[src/rtl/core2axi_req_arbiter.sv]
`default_nettype none
// ============================================================================
// Module   : core2axi_req_arbiter
// Purpose  : Round-robin share of one core-side req/gnt/rvalid port between
//            several masters, with an in-order owner FIFO routing responses.
// Revision : 1.0 - initial release
// ============================================================================
module core2axi_req_arbiter #(
    parameter int NB_MASTERS      = 2,
    parameter int ADDR_WIDTH      = 32,
    parameter int MAX_OUTSTANDING = 2
) (
    input  logic                           clk_i,
    input  logic                           rst_ni,
    input  logic [NB_MASTERS-1:0]          m_req_i,
    output logic [NB_MASTERS-1:0]          m_gnt_o,
    output logic [NB_MASTERS-1:0]          m_rvalid_o,
    input  logic [NB_MASTERS*ADDR_WIDTH-1:0] m_addr_i,
    input  logic [NB_MASTERS-1:0]          m_we_i,
    input  logic [NB_MASTERS*4-1:0]        m_be_i,
    input  logic [NB_MASTERS*32-1:0]       m_wdata_i,
    output logic [31:0]                    m_rdata_o,
    output logic                           s_req_o,
    input  logic                           s_gnt_i,
    input  logic                           s_rvalid_i,
    output logic [ADDR_WIDTH-1:0]          s_addr_o,
    output logic                           s_we_o,
    output logic [3:0]                     s_be_o,
    output logic [31:0]                    s_wdata_o,
    input  logic [31:0]                    s_rdata_i,
    output logic                           err_rvalid_o
);

    localparam int c_IDX_W = $clog2(NB_MASTERS);
    localparam int c_PTR_W = (MAX_OUTSTANDING > 1) ? $clog2(MAX_OUTSTANDING) : 1;
    localparam int c_CNT_W = $clog2(MAX_OUTSTANDING + 1);

    logic [c_IDX_W-1:0] r_rr_ptr;
    logic [c_IDX_W-1:0] r_lock_idx;
    logic               r_locked;
    logic [c_IDX_W-1:0] r_owner [MAX_OUTSTANDING];
    logic [c_PTR_W-1:0] r_wptr;
    logic [c_PTR_W-1:0] r_rptr;
    logic [c_CNT_W-1:0] r_count;
    logic               r_err;

    logic [c_IDX_W-1:0] w_rr_winner;
    logic [c_IDX_W-1:0] w_winner;
    logic [c_IDX_W-1:0] w_sel;
    logic [c_IDX_W-1:0] w_head;
    logic [c_IDX_W-1:0] w_rr_next;
    logic               w_any_req;
    logic               w_not_full;
    logic               w_grant;
    logic               w_pop;

    always_comb begin
        logic [c_IDX_W-1:0] v_cand;
        logic               v_found;
        w_rr_winner = '0;
        v_found     = 1'b0;
        v_cand      = '0;
        for (int i = 0; i < NB_MASTERS; i++) begin
            v_cand = c_IDX_W'((int'(r_rr_ptr) + i) % NB_MASTERS);
            if (!v_found && m_req_i[v_cand]) begin
                w_rr_winner = v_cand;
                v_found     = 1'b1;
            end
        end
    end

    // A held selection only stays requested while its owner keeps req high;
    // a dropped locked request yields one idle cycle before re-arbitration.
    assign w_winner   = r_locked ? r_lock_idx : w_rr_winner;
    assign w_any_req  = r_locked ? m_req_i[r_lock_idx] : (|m_req_i);
    assign w_not_full = (r_count < c_CNT_W'(MAX_OUTSTANDING));
    assign w_sel      = w_any_req ? w_winner : '0;

    assign s_req_o   = w_any_req & w_not_full;
    assign s_addr_o  = m_addr_i[w_sel*ADDR_WIDTH +: ADDR_WIDTH];
    assign s_we_o    = m_we_i[w_sel];
    assign s_be_o    = m_be_i[w_sel*4 +: 4];
    assign s_wdata_o = m_wdata_i[w_sel*32 +: 32];
    assign m_rdata_o = s_rdata_i;

    assign w_grant   = s_req_o & s_gnt_i;
    assign w_pop     = s_rvalid_i & (r_count != '0);
    assign w_head    = r_owner[r_rptr];
    assign w_rr_next = (w_winner == c_IDX_W'(NB_MASTERS - 1)) ? '0 : w_winner + c_IDX_W'(1);

    always_comb begin
        m_gnt_o    = '0;
        m_rvalid_o = '0;
        if (w_grant) m_gnt_o[w_winner] = 1'b1;
        if (w_pop)   m_rvalid_o[w_head] = 1'b1;
    end

    assign err_rvalid_o = r_err;

    always_ff @(posedge clk_i or negedge rst_ni) begin
        if (!rst_ni) begin
            r_rr_ptr   <= '0;
            r_lock_idx <= '0;
            r_locked   <= 1'b0;
            r_wptr     <= '0;
            r_rptr     <= '0;
            r_count    <= '0;
            r_err      <= 1'b0;
            for (int i = 0; i < MAX_OUTSTANDING; i++) r_owner[i] <= '0;
        end else begin
            if (s_req_o && !s_gnt_i) begin
                r_locked   <= 1'b1;
                r_lock_idx <= w_winner;
            end else if (w_grant || (r_locked && !m_req_i[r_lock_idx])) begin
                r_locked <= 1'b0;
            end

            if (w_grant) begin
                r_owner[r_wptr] <= w_winner;
                r_wptr          <= (r_wptr == c_PTR_W'(MAX_OUTSTANDING - 1)) ? '0 : r_wptr + c_PTR_W'(1);
                r_rr_ptr        <= w_rr_next;
            end
            if (w_pop) begin
                r_rptr <= (r_rptr == c_PTR_W'(MAX_OUTSTANDING - 1)) ? '0 : r_rptr + c_PTR_W'(1);
            end

            case ({w_grant, w_pop})
                2'b10:   r_count <= r_count + c_CNT_W'(1);
                2'b01:   r_count <= r_count - c_CNT_W'(1);
                default: r_count <= r_count;
            endcase

            if (s_rvalid_i && (r_count == '0)) r_err <= 1'b1;
        end
    end

endmodule
`default_nettype wire

[config.mk]
export PLATFORM = sky130hd
export DESIGN_NAME = core2axi_req_arbiter
export DESIGN_NICKNAME = d
export VERILOG_FILES = /design/src/rtl/core2axi_req_arbiter.sv
export SDC_FILE = /design/constraint.sdc
export NUM_CORES = 1
export LEC_CHECK = 0
export BUFFER_PORTS_ARGS = -buffer_cell sky130_fd_sc_hd__buf_2
export CAP_MARGIN = 20
export CORE_AREA = 2 2 108 110
export DETAILED_ROUTE_END_ITERATION = 12
export DIE_AREA = 0 0 110 112
export GPL_TIMING_DRIVEN = 0
export SETUP_SLACK_MARGIN = 0.2
export SYNTH_ARGS = -nofsm -noshare
export SYNTH_HDL_FRONTEND = slang
export SYNTH_SLANG_ARGS = --single-unit
[constraint.sdc]
create_clock -name clk_i -period 4.4 [get_ports clk_i]
set_input_delay 0.66 -clock clk_i [delete_from_list [all_inputs] [get_ports clk_i]]
set_output_delay 0.66 -clock clk_i [all_outputs]
set_load 0.005 [all_outputs]
==> impl_metrics.tcl <==
set metrics [dict create \
    min_period_ns 2.88 \
    die_y_um 112 \
    status "finished clean" \
    setup_tns_ns 0 \
    setup_viol 0 \
    netlist_area_um2 1620 \
    cts_buffers 3 \
    cpMaxStageDelayCell "o311ai_4" \
    powerDensity_nw_per_um2 355 \
    mappedNetlistNets 339 \
    p_leak_nw 1.73 \
    hold_violations 0 \
    rsz0062_at_grt "no" \
    yosys_warnings 0 \
    total_power_mw 1.11 \
    crit_fanout 10 \
    final_util 0.281 \
    drive_gt1_frac 0.858 \
    grt_max_degree 11 \
    fill_cells 1190 \
    num-nets-final 594 \
    crit_chain "buf_2 > inv_2 > o311ai_4 > buf_6 > buf_6 > mux2_1 > buf_2" \
    fmax_mhz 347 \
    finClkSkew_ns 0.00302 \
    dpl.hpwl_mm 6.28 \
    routabilityCongestion 0.764 \
    grt_pass1_wl_mm 9.31 \
    reg2reg_from "r_locked" \
    cp-start-kind "primary input" \
    grt_use_total 0.0954 \
    post-cts-setup-buffers 0 \
    num_rows 39 \
    synth_cell_types 28 \
    worstPathArrival_ns 2.22 \
    portBuffers 250 \
    slew_headroom 0.640 \
    irDropWorstVdd_mv 0.293 \
    clk_latency_ns 0.24 \
    synth_edf_count 0 \
    cts_hold_buffers 0 \
    antenna_found_initial 0 \
    crit_buf_inv 5 \
    critPathTopFamily "buffers and inverters" \
    startpoint "m_req_i[0]" \
    ys.flop_type "dfrtp_1" \
    io_pins 283 \
    clk_pin_slew_ns 0.04 \
    drv_slew 0 \
    finalCritPeriodShare 0.655 \
    cts_tree "built" \
    num_vias 2133 \
    cap_violations 0 \
    start_util 0.145 \
    cts_buffer_depth 2 \
    synthArstFlopShare 1.00 \
    placedCellCount 555 \
    antennaDiodeCount 0 \
    grt.overflow.total 0 \
    critical_path_class "primary input to output pin" \
    vias_per_cell 3.82 \
    post_drt_wl_per_cell_um 12.3 \
    drt_wl_total_mm 6.89 \
    syn_inst 162 \
    cts_sinks 10 \
    fin_cells 559 \
    first_pass_iters 4 \
    core_area_um2 11200 \
    area_growth_pct 93.6 \
    htree_levels 1 \
    cts_resized 0 \
    cpPeakStageDelay_ns 0.53 \
    worst_pin_slew_ns 0.539 \
    die_w_um 110 \
    hp-class "primary input to asynchronous set/reset pin" \
    root_buffer "clkbuf_16" \
    end_kind "output pin" \
    avgSynthCellArea_um2 10.0 \
    critPathRequiredTime_ns 3.74 \
    dieArea_um2 12300 \
    ys_seq_area_frac 0.154 \
    post-route-drc-count 0 \
    grt_pass1_vias 1986 \
    drt.antenna.violating_nets 0 \
    synth-seq-cells 10 \
    initialDrtViolationCount 21 \
]
layer usage:
layer	GRT usage	wire length (um)	part of all wire
met4	0.0152	34	0.0049
met5	0	0	0
met3	0.0152	688	0.10
met1	0.118	2750	0.40
met2	0.173	3410	0.50
cell families (layout without fill, tap and decap cells):
family          after synthesis  after routing  synth area share
simple gates                 19             19            0.0586
mux                          72             72             0.498
flops                        10             10             0.154
fa+ha+maj                     1              1           0.00771
compound gates               11             11            0.0578
xor+xnor                      5              5            0.0270
buf+inv                      44            298             0.197
layout by cell type (no fill, tap or decap), types with 2 or more instances in the layout:
cell type,synthesis,layout
mux2i_1,2,2
inv_1,4,4
dfrtp_1,10,10
clkbuf_16,0,3
o21ai_0,3,3
mux2_1,10,10
buf_6,2,2
nor2_1,9,9
nand2_1,2,2
xnor2_1,5,5
buf_2,0,250
buf_4,37,37
nor2b_1,2,2
mux2_2,60,60
worst paths after layout:
check,endpoint,slack (ns),cells after the start
worst max-delay path,s_addr_o[2],1.52,7
worst min-delay path,r_locked,0.28,1
worst max register to register,r_count[1],2.49,7
worst min register to register,err_rvalid_o,0.46,1
max in group asynchronous,r_count[1],3.93,1
min in group clk_i,err_rvalid_o,0.46,1
synthesized netlist by cell type, types with 2 or more instances:
library cell / n / area [um^2]
dfrtp_1: 10 / 250
nor2b_1: 2 / 12.5
mux2_2: 60 / 676
mux2_1: 10 / 113
inv_1: 4 / 15.0
buf_6: 2 / 22.5
mux2i_1: 2 / 20.0
buf_4: 37 / 278
nand2_1: 2 / 7.51
nor2_1: 9 / 33.8
xnor2_1: 5 / 43.8
o21ai_0: 3 / 15.0
cell type report:
class / instances / area, um^2 / area share
Buffer: 39 / 300 / 0.0956
Clock buffer: 4 / 88.8 / 0.0283
Inverter: 5 / 18.8 / 0.00597
Multi-Input combinational cell: 108 / 1050 / 0.335
Sequential cell: 10 / 250 / 0.0796
Tap cell: 143 / 179 / 0.0569
Timing Repair Buffer: 250 / 1250 / 0.398
where the power goes:
part           switching, mW  internal [mW]
clock network         0.0417          0.137
logic                  0.315          0.440
registers             0.0460          0.136
total                  0.403          0.712
registers in the layout, indices dropped and copies added (netlist names):
register and cells:
r_count 2, r_wptr 1, r_lock_idx 1, r_rptr 1, r_rr_ptr 1, err_rvalid_o 1, r_locked 1, r_owner 2
per-stage QoR:
| step | worst slack (ns) | hold slack, ns | cell area (um^2) |
|---|---|---|---|
| 3_5_place_dp | 1.44 | 0.455 | 3050 |
| 6_report | 1.52 | 0.278 | 3140 |
| 2_1_floorplan | 2.04 | 0.364 | 1620 |
| 3_3_place_gp | 1.46 | 0.437 | 3050 |
| 4_1_cts | 1.44 | 0.283 | 3140 |
| 5_1_grt | 1.39 | 0.289 | 3140 |
(Power assumes the default switching activity.)
